==> src/rtl/iter_shifter.sv <==
// Iterative multi-cycle shifter: SLL, SRL, SRA and ROL by a variable amount,
// with valid/ready handshakes on both sides.
// Optional macro ITER_SHIFTER_FAST_EN: step 4 bits per cycle while at least
// 4 bits remain (results identical, lower latency).
module iter_shifter #(
   parameter int unsigned WIDTH   = 32,
   parameter int unsigned SHAMT_W = $clog2(WIDTH)
) (
   input  logic               clk,
   input  logic               rst_n,
   input  logic               in_valid,
   output logic               in_ready,
   input  logic [WIDTH-1:0]   in_data,
   input  logic [SHAMT_W-1:0] in_shamt,
   input  logic [1:0]         in_op,
   output logic               out_valid,
   input  logic               out_ready,
   output logic [WIDTH-1:0]   out_data,
   output logic               busy
);

   localparam logic [1:0] StIdle  = 2'd0;
   localparam logic [1:0] StShift = 2'd1;
   localparam logic [1:0] StDone  = 2'd2;

   logic [1:0]         state_q, state_d;
   logic [WIDTH-1:0]   data_q, data_d;
   logic [SHAMT_W-1:0] cnt_q, cnt_d;
   logic [1:0]         op_q, op_d;

   logic [WIDTH-1:0]   step_data;
   logic [SHAMT_W-1:0] step_cnt;

   // One-bit shift/rotate; op encoding 00 SLL, 01 SRL, 10 SRA, 11 ROL.
   function automatic logic [WIDTH-1:0] step1(input logic [WIDTH-1:0] d,
                                              input logic [1:0] op);
      logic [WIDTH-1:0] r;
      case (op)
         2'b00:   r = {d[WIDTH-2:0], 1'b0};
         2'b01:   r = {1'b0, d[WIDTH-1:1]};
         2'b10:   r = {d[WIDTH-1], d[WIDTH-1:1]};
         default: r = {d[WIDTH-2:0], d[WIDTH-1]};
      endcase
      return r;
   endfunction

   // Data and count after one SHIFT-state step.
   always_comb begin
      step_data = step1(data_q, op_q);
      step_cnt  = cnt_q - SHAMT_W'(1);
`ifdef ITER_SHIFTER_FAST_EN
      // Zero-extended compare keeps the constant 4 representable when WIDTH=4.
      if ({1'b0, cnt_q} >= (SHAMT_W + 1)'(4)) begin
         step_data = step1(step1(step1(step1(data_q, op_q), op_q), op_q), op_q);
         step_cnt  = cnt_q - SHAMT_W'(4);
      end
`endif
   end

   // Next-state logic for the IDLE -> SHIFT -> DONE handshake sequence.
   always_comb begin
      state_d = state_q;
      data_d  = data_q;
      cnt_d   = cnt_q;
      op_d    = op_q;
      case (state_q)
         StIdle: begin
            if (in_valid) begin
               data_d  = in_data;
               cnt_d   = in_shamt;
               op_d    = in_op;
               state_d = (in_shamt == '0) ? StDone : StShift;
            end
         end
         StShift: begin
            data_d = step_data;
            cnt_d  = step_cnt;
            if (step_cnt == '0) begin
               state_d = StDone;
            end
         end
         StDone: begin
            if (out_ready) begin
               state_d = StIdle;
            end
         end
         default: state_d = StIdle;
      endcase
   end

   // State registers; asynchronous reset discards any in-flight request.
   always_ff @(posedge clk or negedge rst_n) begin
      if (!rst_n) begin
         state_q <= StIdle;
         data_q  <= '0;
         cnt_q   <= '0;
         op_q    <= '0;
      end else begin
         state_q <= state_d;
         data_q  <= data_d;
         cnt_q   <= cnt_d;
         op_q    <= op_d;
      end
   end

   // Handshake and status outputs decoded straight from the state.
   always_comb begin
      in_ready  = (state_q == StIdle);
      out_valid = (state_q == StDone);
      busy      = (state_q != StIdle);
      out_data  = data_q;
   end

endmodule
==> config.mk <==
export PLATFORM = sky130hd
export DESIGN_NAME = iter_shifter
export DESIGN_NICKNAME = d
export VERILOG_FILES = /design/src/rtl/iter_shifter.sv
export SDC_FILE = /design/constraint.sdc
export NUM_CORES = 1
export LEC_CHECK = 0
export CAP_MARGIN = 20
export CELL_PAD_IN_SITES_DETAIL_PLACEMENT = 1
export CELL_PAD_IN_SITES_GLOBAL_PLACEMENT = 1
export CORE_AREA = 2 2 86 88
export CTS_CLUSTER_DIAMETER = 60
export DETAILED_ROUTE_END_ITERATION = 6
export DIE_AREA = 0 0 88 90
export MAX_ROUTING_LAYER = met4
export PLACE_DENSITY = 0.82
export SLEW_MARGIN = 20
export SYNTH_ARGS = -nofsm -noshare
export SYNTH_HDL_FRONTEND = slang
export SYNTH_SLANG_ARGS = --single-unit
==> constraint.sdc <==
create_clock -name clk -period 2.7 [get_ports clk]
set_input_delay 0.54 -clock clk [delete_from_list [all_inputs] [get_ports clk]]
set_output_delay 0.54 -clock clk [all_outputs]
set_load 0.1 [all_outputs]
==> out/qor.yml, run 1 <==
synthesis:
  synth_fp_nets: 316
  synth-seq-cells: 41
  avgSynthCellArea_sq_um: 9.44
  postSynthCellCount: 271
  synth_area_sq_um: 2560
  ys_warn_count: 0
  netlist-cell-type-count: 37
  synth-seq-area-share: 0.401
sta:
  hold_viol_final: 0
  slew_viol_final: 0
  setup_violations: 0
  tightest_slew_ns: 0.958
  finalSetupTns_ns: 0
  fmax_ghz: 0.480
  rsz0062_at_grt: "false"
  maxSlewHeadroom: 0.362
  clock_skew_ns: 0.00571
  post-route-period-util: 0.772
  period_needed_ns: 2.08
final_layout:
  layout-drive-gt1-share: 0.181
  antenna_cells: 0
  layout_common_cells: "42 x buf_4, 41 x clkdlybuf4s50_1, 40 x dfrtp_1"
  finalNetCount: 386
  nFillCells: 796
  multi_input_area_sq_um: 1400
  final_common_cell: "buf_4"
  regArea_sq_um: 1030
  syn_to_final_growth_pct: 36.3
worst_setup_path:
  critPathRequiredTime_ns: 2.16
  r2r_cells: 4
  reg2reg_from: "op_q[1]"
  path_max_fanout: 34
  path_class: "reg2out"
  timing.rr.end: "out_data[7]"
  r2r_setup_slack_ns: 0.77
  critPathArrivalTime_ns: 1.54
  cp-end-kind: "output port"
  startpoint_type: "flop"
floorplanning:
  die_x_microns: 88
  die_y_microns: 90
  io_pins: 78
  start_util: 0.364
  num_rows: 31
  dieArea_sq_um: 7920
  core_sq_um: 7020
place:
  routabilityCongestion: 0.737
  dp_hpwl_microns: 5350
  io_buffers: 77
drt:
  postRouteWirelength_microns: 7680
  ant_nets: 0
  drt-initial-drc-count: 123
  drt_pre_antenna_iters: 4
  wl_per_cell_microns: 17.4
  viasPerCell: 5.45
  drc: 0
  vias: 2402
global_routing:
  grt_start_max_net_pins: 42
  grt_pass1_wl_microns: 12300
  grt_pass1_vias: 2420
  grt.overflow.total: 0
  grt_antenna_before_repair: 0
  grtUsageTotal: 0.201
clock_tree:
  holdBufCountCts: 0
  clockBufferDepth: 2
  h-tree-depth: 2
  numCtsBuffers: 5
  root_buffer: "clkbuf_8"
  clk_pin_slew_ns: 0.08
  clock-sinks: 41
  cts_tree: "done"
  clock_latency_ns: 0.30
  cts_resized: 0
  post_cts_buffers: 0
hold_path:
  hp-class: "in2async"
job:
  drv_cap: 0
outcome:
  outcome: "finished, final reports clean"
cells by family (layout without fill, tap and decap cells):
family,after synthesis,after routing,share of synthesized area
compound gates,82,82,0.219
xor+xnor,3,3,0.0132
fa+ha+maj,2,2,0.00978
buf+inv,32,103,0.0577
flops,41,41,0.401
mux,33,33,0.131
simple gates,78,78,0.169
cells in the mapped netlist (all sizes together):
| cell | instances | share of area |
|---|---|---|
| mux2i | 30 | 0.12 |
| nand2 | 25 | 0.037 |
| a31oi | 3 | 0.0073 |
| a32oi | 2 | 0.0069 |
| nand3b | 2 | 0.0059 |
| nand2b | 3 | 0.0073 |
| inv | 8 | 0.012 |
| o221ai | 21 | 0.072 |
| clkbuf | 11 | 0.017 |
| dfrtp | 41 | 0.40 |
| o22a | 13 | 0.045 |
| nor2 | 8 | 0.013 |
| mux2 | 3 | 0.013 |
| nor3b | 11 | 0.032 |
| a211oi | 1 | 0.0029 |
| xnor2 | 3 | 0.013 |
| nor3 | 1 | 0.0039 |
| buf | 13 | 0.029 |
| nor2b | 24 | 0.059 |
| o21ai | 2 | 0.0039 |
| and3 | 1 | 0.0024 |
| nand3 | 1 | 0.0020 |
| or4b | 1 | 0.0039 |
| ha | 2 | 0.0098 |
| o31ai | 1 | 0.0029 |
| a21oi | 36 | 0.070 |
| or4 | 1 | 0.0029 |
| o22ai | 2 | 0.0049 |
| o21a | 1 | 0.0029 |
metrics by stage:
step / worst slack (ns) / utilization / instance area, sq um / hold WS, ns / instances
2_1_floorplan: 0.0576 / - / 2560 / 0.244 / 271
3_3_place_gp: 0.639 / 0.480 / 3370 / 0.534 / 433
3_5_place_dp: 0.619 / 0.480 / 3370 / 0.552 / 433
4_1_cts: 0.615 / 0.497 / 3490 / 0.415 / 441
5_1_grt: 0.520 / 0.497 / 3490 / 0.453 / 441
6_report: 0.615 / 0.497 / 3490 / 0.390 / 441
layout make-up:
type | instances | share of cell area
sequential | 41 | 0.295
inverter | 8 | 0.00861
multi-input combinational | 198 | 0.401
clock inverter | 1 | 0.00861
tap | 99 | 0.0355
timing repair buffer | 87 | 0.227
clock buffer | 7 | 0.0248
critical path, cell delays in order, from the launching register on:
cell and delay, ns:
dfrtp_2 0.79, nor2_2 0.15, inv_1 0.14, buf_12 0.18
how the worst max path moves through the flow:
stage | slack (ns) | startpoint | endpoint
CTS | 0.61 | state_q[0] | busy
floorplan | 0.06 | state_q[0] | busy
detailed placement | 0.62 | in_valid | out_data[0]
global route | 0.52 | state_q[0] | busy
global placement | 0.64 | in_valid | out_data[31]
finish | 0.62 | state_q[0] | busy
registers in the layout, summed over array words and instances (netlist names):
signal    cells
state_q       2
cnt_q         5
out_data     32
op_q          2
per-layer routing:
layer,wire [microns],track usage
met1,3460,0.269
met2,3780,0.314
met3,365,0.0441
met4,76,0.0397
met5,0,-
Power of run 1 is not shown: default switching activity piles up to over one toggle a cycle in this logic, so the estimate is an artifact.
==> run 2: changes to the inputs <==
Settings changed: CORE_AREA 2 2 86 88 to 2 2 93 95, DIE_AREA 0 0 88 90 to 0 0 95 97, PLACE_DENSITY 0.82 to 0.75.
Clock period 2.7 ns to 1.7 ns, I/O delays scaled along.
==> run 2 against run 1 <==
Clock-buffer cell count fell by 1. Via count fell by 0.25%. Critical path depth rose by 1. Non-clock buffer count rose by 10. Worst hold slack got worse by 0.38 ns. Cell area rose by 15%. Global-route usage fell by 1.3 points. Final cell count rose by 3.6%. Register-to-register slack got worse by 0.66 ns. First-iteration DRC count fell by 46%. Sequential share of layout area fell by 3.9 points.
==> out/qor.yml, run 2 (synthesized netlist as in run 1, its figures left out) <==
outcome:
  outcome: "finished, final reports clean"
worst_setup_path:
  critPathArrivalTime_ns: 1.29
  r2r_cells: 6
  path_max_fanout: 8
  critPathMaxStageDelay_ns: 0.42
  critical_path_cell_count: 4
  path_class: "reg2out"
  critPathRequiredTime_ns: 1.36
  cp-end-kind: "output port"
  crit_chain: "buf_6 > nor2_4 > inv_2 > buf_12"
  slowest_stage: "dfrtp_1"
  crit_buf_inv: 3
  startpoint_type: "flop"
  critical_path.top_delay_family: "flip-flops"
global_routing:
  grt_pass1_vias: 2628
  grt_pass1_wl_microns: 13600
  grt_antenna_before_repair: 0
  grt_start_max_net_pins: 42
  grt.overflow.total: 0
  grtUsageTotal: 0.188
sta:
  setup_violations: 0
  fmax_ghz: 0.615
  rsz0062_at_grt: "false"
  slew_viol_final: 0
  tightest_slew_ns: 0.415
  period_needed_ns: 1.63
  setup_slack_ns: 0.0737
  finalSetupTns_ns: 0
  clock_skew_ns: 0.00143
  post-route-period-util: 0.957
  hold_viol_final: 0
  hold_ws_ns: 0.0130
  maxSlewHeadroom: 0.723
drt:
  wl_per_cell_microns: 17.9
  drt_pre_antenna_iters: 4
  vias: 2396
  wl_met1_microns: 3620
  drt-initial-drc-count: 66
  highest_layer: "met4"
  drc: 0
  ant_nets: 0
  postRouteWirelength_microns: 8200
  viasPerCell: 5.24
  met3WireLength_microns: 341
  wl_met2_microns: 4210
final_layout:
  regArea_sq_um: 1030
  final_area_sq_um: 4010
  layout-drive-gt1-share: 0.216
  nFillCells: 889
  largest_reg_flops: 32
  multi_input_area_sq_um: 1420
  final_common_cell: "clkdlybuf4s50_1"
  antenna_cells: 0
  syn_to_final_growth_pct: 56.9
  finalNetCount: 396
  layout_common_cells: "41 x clkdlybuf4s50_1, 40 x dfrtp_1, 39 x buf_12"
clock_tree:
  clock-sinks: 41
  clk_pin_slew_ns: 0.08
  cts_tree: "done"
  clockBufferDepth: 2
  holdBufCountCts: 0
  clock_latency_ns: 0.29
  root_buffer: "clkbuf_8"
  numCtsBuffers: 5
  h-tree-depth: 2
floorplanning:
  start_util: 0.314
  die_y_microns: 97
  io_pins: 78
  num_rows: 33
  die_x_microns: 95
  dieArea_sq_um: 9220
  core_sq_um: 8130
hold_path:
  hp-class: "in2async"
place:
  dpl_cell_area_sq_um: 3900
  dp_hpwl_microns: 5890
  routabilityCongestion: 0.853
  dp_slack_ns: -0.0397
  io_buffers: 77
job:
  drv_cap: 0
run 2: layout make-up:
class,count,share of cell area
Clock buffer,6,0.0181
Multi-Input combinational cell,198,0.354
Tap cell,105,0.0327
Timing Repair Buffer,97,0.329
Sequential cell,41,0.256
Inverter,8,0.00748
Clock inverter,2,0.00249
run 2: metrics by stage:
stage               std cells   util
floorplan                 271      -
global placement          448  0.480
detailed placement        448  0.480
CTS                       456  0.490
global route              457  0.493
finish                    457  0.493
run 2: final timing paths:
kind / from / endpoint / slack [ns]
setup reg to reg: cnt_q[1] / cnt_q[4] / 0.11
setup / recovery: state_q[1] / busy / 0.07
hold / removal: rst_n / out_data[14] / 0.01
min in group clk: cnt_q[4] / cnt_q[4] / 0.55
hold reg to reg: cnt_q[4] / cnt_q[4] / 0.55
max in group asynchronous: rst_n / state_q[0] / 1.47
run 2: layer usage:
metal,vias to the layer above,GRT usage
met4,0,0.0201
met1,1187,0.244
met3,5,0.0335
met5,-,-
li1,1152,-
met2,52,0.316
run 2: what timing repair did:
action,in CTS,in global routing
pin swaps,1,1
endpoints found under the setup margin,1,2
buffers inserted,0,1
hold endpoints to repair,0,0
gates resized for setup,0,5
Power of run 2 is left out for the same reason.
